===== config.mk =====
export PLATFORM = sky130hd
export DESIGN_NAME = instr_issue
export DESIGN_NICKNAME = d
export VERILOG_FILES = /design/src/rtl/proc_pkg.sv /design/src/rtl/issue_fifo.sv /design/src/rtl/instr_issue.sv
export SDC_FILE = /design/constraint.sdc
export NUM_CORES = 1
export LEC_CHECK = 0
export CAP_MARGIN = 20
export CORE_ASPECT_RATIO = 1.4
export CORE_MARGIN = 2
export CORE_UTILIZATION = 56
export DETAILED_ROUTE_END_ITERATION = 16
export MAX_ROUTING_LAYER = met4
export PLACE_DENSITY_LB_ADDON = 0.05
export SYNTH_ARGS = -nofsm -noshare
export SYNTH_HDL_FRONTEND = slang
export SYNTH_SLANG_ARGS = --single-unit

===== constraint.sdc =====
create_clock -name clk -period 3.3 [get_ports clk]
set_input_delay 0.495 -clock clk [delete_from_list [all_inputs] [get_ports clk]]
set_output_delay 0.495 -clock clk [all_outputs]
set_load 0.005 [all_outputs]

===== src/rtl/proc_pkg.sv =====
// Shared definitions for the processor issue path: opcodes, widths,
// issue FSM state encoding and the packed instruction layout.
package proc_pkg;

  localparam int OPW  = 4;
  localparam int PSRW = 5;
  localparam int CCW  = 5;
  localparam int CNTW = 16;
  localparam int DATW = 32;

  localparam logic [OPW-1:0] NOP = 4'b0000;
  localparam logic [OPW-1:0] LD  = 4'b0001;
  localparam logic [OPW-1:0] STR = 4'b0010;
  localparam logic [OPW-1:0] BRA = 4'b0011;
  localparam logic [OPW-1:0] XOR = 4'b0100;
  localparam logic [OPW-1:0] ADD = 4'b0101;
  localparam logic [OPW-1:0] ROT = 4'b0110;
  localparam logic [OPW-1:0] SHF = 4'b0111;
  localparam logic [OPW-1:0] HLT = 4'b1000;
  localparam logic [OPW-1:0] CMP = 4'b1001;

  typedef enum logic [1:0] {
    IDLE   = 2'd0,
    WAIT   = 2'd1,
    HALTED = 2'd2
  } issue_state_e;

  typedef struct packed {
    logic [OPW-1:0]  opcode;
    logic [DATW-1:0] dst;
    logic [DATW-1:0] src;
    logic            imm;
  } instr_t;

endpackage


===== src/rtl/issue_fifo.sv =====
// Generic synchronous FIFO, registered pointers, combinational read of the head.
// Push into a full FIFO or pop from an empty one is ignored.
module issue_fifo #(
  parameter int W     = 8,
  parameter int DEPTH = 4
) (
  input  logic                     clk,
  input  logic                     rst_n,
  input  logic                     push,
  input  logic [W-1:0]             wdata,
  input  logic                     pop,
  output logic [W-1:0]             rdata,
  output logic [$clog2(DEPTH):0]   count,
  output logic                     full,
  output logic                     empty
);

  localparam int AW = $clog2(DEPTH);
  localparam int CW = AW + 1;

  logic [W-1:0]  mem [DEPTH];
  logic [AW-1:0] wp;
  logic [AW-1:0] rp;
  logic          do_push;
  logic          do_pop;

  assign full    = (count == CW'(DEPTH));
  assign empty   = (count == '0);
  assign do_push = push && !full;
  assign do_pop  = pop && !empty;
  assign rdata   = mem[rp];

  always_ff @(posedge clk) begin
    if (do_push) mem[wp] <= wdata;
  end

  // DEPTH is a power of two, so pointer overflow is the modulo wrap.
  always_ff @(posedge clk or negedge rst_n) begin
    if (!rst_n) begin
      wp    <= '0;
      rp    <= '0;
      count <= '0;
    end else begin
      if (do_push) wp <= wp + AW'(1);
      if (do_pop)  rp <= rp + AW'(1);
      case ({do_push, do_pop})
        2'b10:   count <= count + CW'(1);
        2'b01:   count <= count - CW'(1);
        default: count <= count;
      endcase
    end
  end

endmodule


===== src/rtl/instr_issue.sv =====
// Issue buffer to proc: one outstanding instruction, first issue two edges after accept; HLT at head stops issue.
// in_ready drops when full or halted. Defining INSTR_ISSUE_STATS_EN adds saturating issued_cnt/stall_cnt outputs.
module instr_issue #(
  parameter int             BUSW  = 32,
  parameter int             OPW   = 4,
  parameter int             DEPTH = 4,
  parameter logic [OPW-1:0] HLT   = 4'b1000
) (
  input  logic            clk,
  input  logic            rst_n,
  input  logic            in_valid,
  output logic            in_ready,
  input  logic [OPW-1:0]  in_opcode,
  input  logic [BUSW-1:0] in_dst,
  input  logic [BUSW-1:0] in_src,
  input  logic            in_imm,
  output logic [OPW-1:0]  OpCode,
  output logic [BUSW-1:0] DstOp,
  output logic [BUSW-1:0] SrcOp,
  output logic            srcIsImm,
  output logic            issue_valid,
  input  logic            resvalid,
  output logic            halted
`ifdef INSTR_ISSUE_STATS_EN
  ,
  output logic [15:0]     issued_cnt,
  output logic [15:0]     stall_cnt
`endif
);

  import proc_pkg::*;

  localparam int CW = $clog2(DEPTH) + 1;

  typedef struct packed {
    logic [OPW-1:0]  opcode;
    logic [BUSW-1:0] dst;
    logic [BUSW-1:0] src;
    logic            imm;
  } entry_t;

  issue_state_e         state;
  entry_t               wr_ent;
  entry_t               head;
  logic [$bits(entry_t)-1:0] head_raw;
  logic [CW-1:0]        count;
  logic                 full;
  logic                 empty;
  logic                 push;
  logic                 pop;
  logic                 issue_now;

  assign wr_ent.opcode = in_opcode;
  assign wr_ent.dst    = in_dst;
  assign wr_ent.src    = in_src;
  assign wr_ent.imm    = in_imm;
  assign head          = entry_t'(head_raw);

  // A pop on the same edge never frees room for a push: readiness looks only at the current count.
  assign in_ready  = (count < CW'(DEPTH)) && (state != HALTED);
  assign push      = in_valid && in_ready;
  assign pop       = (state == IDLE) && !empty;
  assign issue_now = pop && (head.opcode != HLT);

  issue_fifo #(
    .W     ($bits(entry_t)),
    .DEPTH (DEPTH)
  ) u_fifo (
    .clk   (clk),
    .rst_n (rst_n),
    .push  (push),
    .wdata (wr_ent),
    .pop   (pop),
    .rdata (head_raw),
    .count (count),
    .full  (full),
    .empty (empty)
  );

  full_matches_count : assert property (@(posedge clk) disable iff (!rst_n)
    full == (count == CW'(DEPTH)));

  always_ff @(posedge clk or negedge rst_n) begin
    if (!rst_n) begin
      state       <= IDLE;
      OpCode      <= '0;
      DstOp       <= '0;
      SrcOp       <= '0;
      srcIsImm    <= 1'b0;
      issue_valid <= 1'b0;
      halted      <= 1'b0;
    end else begin
      issue_valid <= 1'b0;
      case (state)
        IDLE: begin
          if (issue_now) begin
            OpCode      <= head.opcode;
            DstOp       <= head.dst;
            SrcOp       <= head.src;
            srcIsImm    <= head.imm;
            issue_valid <= 1'b1;
            state       <= WAIT;
          end else if (pop) begin
            // HLT is consumed silently; operand outputs keep the last issue.
            halted <= 1'b1;
            state  <= HALTED;
          end
        end
        WAIT:    if (resvalid) state <= IDLE;
        HALTED:  state <= HALTED;
        default: state <= IDLE;
      endcase
    end
  end

`ifdef INSTR_ISSUE_STATS_EN
  logic [1:0]  stall_inc;
  logic [16:0] stall_sum;

  assign stall_inc = 2'((state == WAIT)) +
                     2'((in_valid && !in_ready && state != HALTED));
  assign stall_sum = {1'b0, stall_cnt} + 17'(stall_inc);

  always_ff @(posedge clk or negedge rst_n) begin
    if (!rst_n) begin
      issued_cnt <= '0;
      stall_cnt  <= '0;
    end else begin
      if (issue_now && issued_cnt != 16'hFFFF) issued_cnt <= issued_cnt + 16'd1;
      stall_cnt <= stall_sum[16] ? 16'hFFFF : stall_sum[15:0];
    end
  end
`endif

endmodule


==> impl_metrics.ini <==
[outcome]
outcome = finished, final reports clean

[finish]
layout-drive-gt1-share_pct = 28.9
nFillCells = 1457
layoutNonFillerInstCount = 1063
final_nets = 807
synthToLayoutAreaGrowth_pct = 23.3

[grt]
antenna_found_initial = 2
grt_max_degree = 56
via_count_of_the_first_global_routing_pass = 6771
grt_usage_pct = 20.8
grt_overflow = 0
grt_pass1_wl_mm = 38.1

[critical_path]
critical_path.cell_chain = inv_1 > a21oi_1 > clkdlybuf4s50_1
cp.arrival_ns = 2.00
timing.critical_path.to_type = primary output
critical_path_class = reg -> out
critical_path_required_ns = 2.80
crit_slowest_cell = clkdlybuf4s50_1
critPathLaunchType = flop
critical_path.max_fanout = 6
critical_path.top_delay_family = buffers and inverters
worst-path-buf-inv = 2
worst_path_largest_cell_delay_ns = 0.63
ff2ff_path_depth = 5
cell_count_along_the_critical_path = 3

[routing]
drtAntennaViolNets = 0
drt-wirelength-per-cell_um = 22.6
drcViolationCount = 0
dr.first_iter.drc_count = 276
tritonroute_pass_1_iters = 4
routed-via-count = 5949
finalWirelength_mm = 24.1
via_per_inst = 5.60

[logic_synthesis]
synth.ff_latch_count = 356
synth.mux.area_fraction_pct = 19.5
ys_seq_area_share_pct = 77.3
yosysMostFrequentCell = edfxtp_1
post_synth_instance_area_um2 = 13300
synth-xor-area-share_pct = 0.395
synth_area_leader_cell = edfxtp_1
postSynthAreaPerCell_um2 = 24.0
yosys.area_share.simple_pct = 0.724
yosys_warnings = 0
synth_compound_gate_area_share_pct = 0.132
number_of_standard_cells_after_synthesis = 555
synth_edf_count = 276
main_combinational_cell_family_by_area_after_synthesis = multiplexers
ys.flop_type = edfxtp_1
synth_top_cells_by_count = edfxtp_1 (276), dfrtp_1 (80), mux4_2 (69)
async_reset_ff_share_pct = 22.5
synth_fa_ha_area_share_pct = 0.620
yosysUniqueCellTypes = 27
yosys-top-cells-area = edfxtp_1 (62%), dfrtp_1 (15%), mux4_2 (12%)
synth_nets = 634
synth_largest_type_area_fraction_pct = 62.3

[timing]
final_setup_violation_count = 0
hold_viol_final = 0
final.period_utilization_pct = 75.6
timing_worst_slew_pin_value_ns = 0.854
timing.clock.skew_ns = 0.0142
maxSlewViolCount = 0
fmaxAchievable_mhz = 401
timing.max_slew.rel_slack_pct = 43.1
layout_min_cycle_time_ns = 2.50
rsz0062_at_grt = no
final.setup.tns_ns = 0

[floorplanning]
initial_utilization_pct = 57.2
row_count = 66
io_pins = 145
die_y_um = 186
dieArea_um2 = 25000
placeableCoreArea_um2 = 23300
die-width_um = 134

[clocking]
clock_latency_late_sink_ns = 0.50
clkSlewWorstSetupHoldPaths_ns = 0.06
clock_path_buffers = 3
cts-resized-gates = 0
postCtsSetupRepairBufs = 0
clkSinkCount = 356
cts_tree = built
tritoncts.num_buffers = 35
cts-root-buf = clkbuf_16
postCtsHoldBufs = 0
h-tree-depth = 2

[power_and_ir_drop]
powerDensity_nw_per_um2 = 946
power_frac_comb_pct = 32.2
power.static_leakage_nw = 5.77
vdd_ir_drop_max_v = 0.000614
power_switching_w = 0.00403
power.sequential.fraction_pct = 41.2
clkPwrFrac_pct = 26.6
cell_internal_power_dissipation_w = 0.0115
netSwitchingFraction_pct = 26.0
report.power.total_w = 0.0155

[hold_path]
hold_path_class = in -> async

[place]
io_buffer_count = 144
gpl.final_weighted_congestion = 0.720
dpl.hpwl_mm = 14.3
numPlacedInstances = 997

[run]
max_cap_viol_count = 0
power groups by stage:
stage,Sequential (W),Combinational [W],Clock (W)
2_1_floorplan,0.00635,0.00339,0
3_3_place_gp,0.00643,0.00498,0
3_5_place_dp,0.00647,0.00511,0
4_1_cts,0.00641,0.00512,0.00421
5_1_grt,0.00649,0.00538,0.00439
6_report,0.00640,0.00499,0.00413
cell type report:
cell class                      instances  area (um^2)  area share (%)
Antenna cell                            3         7.51          0.0457
Clock buffer                           41          941            5.73
Clock inverter                         22          275            1.68
Inverter                                5         18.8           0.114
Multi-Input combinational cell        170         2870            17.5
Sequential cell                       356        10300            62.7
Tap cell                              306          383            2.33
Timing Repair Buffer                  160         1620            9.88
cells in the final DEF, fill, tap and decap left out:
| master | netlist | final |
|---|---|---|
| edfxtp_1 | 276 | 276 |
| o21ai_0 | 1 | 1 |
| mux4_2 | 69 | 69 |
| buf_4 | 1 | 12 |
| a21oi_1 | 1 | 1 |
| ha_1 | 5 | 5 |
| nor4b_2 | 1 | 1 |
| inv_1 | 5 | 5 |
| a21o_1 | 1 | 1 |
| fa_1 | 1 | 1 |
| clkinv_1 | 0 | 5 |
| diode_2 | 0 | 3 |
| nor2_1 | 1 | 1 |
| clkinv_2 | 0 | 4 |
| and2_1 | 1 | 1 |
| dfrtp_4 | 0 | 2 |
| nor4_1 | 1 | 1 |
| clkdlybuf4s50_1 | 0 | 143 |
| clkinv_4 | 0 | 3 |
| mux2_2 | 4 | 4 |
| bufinv_16 | 0 | 6 |
| or2_1 | 1 | 1 |
| nor2b_4 | 0 | 1 |
| nor3_1 | 4 | 4 |
| xnor2_1 | 4 | 4 |
| clkbuf_1 | 11 | 4 |
| buf_12 | 0 | 5 |
| and3_4 | 0 | 4 |
| dfrtp_1 | 80 | 78 |
| clkbuf_16 | 0 | 37 |
| nand2_1 | 2 | 2 |
| clkinvlp_4 | 0 | 4 |
| xor2_1 | 2 | 2 |
| mux2_4 | 66 | 66 |
worst paths after layout:
check | start | end | slack (ns)
max | state[0] | in_ready | 0.80
min | rst_n | SrcOp[9] | 0.09
max reg2reg | u_fifo.rp[0] | DstOp[28] | 0.85
min reg2reg | state[0] | state[1] | 0.50
max in group asynchronous | rst_n | SrcOp[4] | 2.53
min in group clk | state[0] | state[1] | 0.50
metal layers:
metal / vias to the layer above / part of all wire (%) / GRT usage, %
met4: 0 / 1.7 / 5.10
li1: 2603 / - / -
met5: - / 0 / -
met3: 25 / 5.0 / 4.10
met1: 3162 / 41 / 25.8
met2: 159 / 53 / 35.3
sequential cells by signal (all words and copies together) (netlist names), 2 cells and up:
signal,count
DstOp,32
state,2
u_fifo.rp,2
u_fifo.wp,2
OpCode,4
SrcOp,32
u_fifo.mem,276
u_fifo.count,3
worst register-to-register path, delay by kind of cell (launching register included):
kind          cells  cell delay, ns
mux               2            0.95
buf+inv           1            0.60
flops             1            0.48
simple gates      2            0.30
metrics by stage:
step	worst slack, ns	area, um^2	util [%]	hold slack (ns)
finish	0.805	16400	70.5	0.0866
detailed placement	0.810	15200	65.2	0.482
global route	0.689	16400	70.5	0.139
floorplan	0.465	13300	-	0.199
CTS	0.798	16400	70.4	0.112
global placement	0.851	15200	65.2	0.446
cells by family (layout without fill, tap and decap cells):
group	Yosys count	in the layout
AO/OA/AOI/OAI	3	3
other	0	3
flip-flops	356	356
buffers and inverters	29	228
multiplexers	139	139
adder cells (fa/ha/maj)	6	6
AND/OR/NAND/NOR	16	16
XOR/XNOR	6	6
Note: power is estimated with default switching activity, not from simulation.
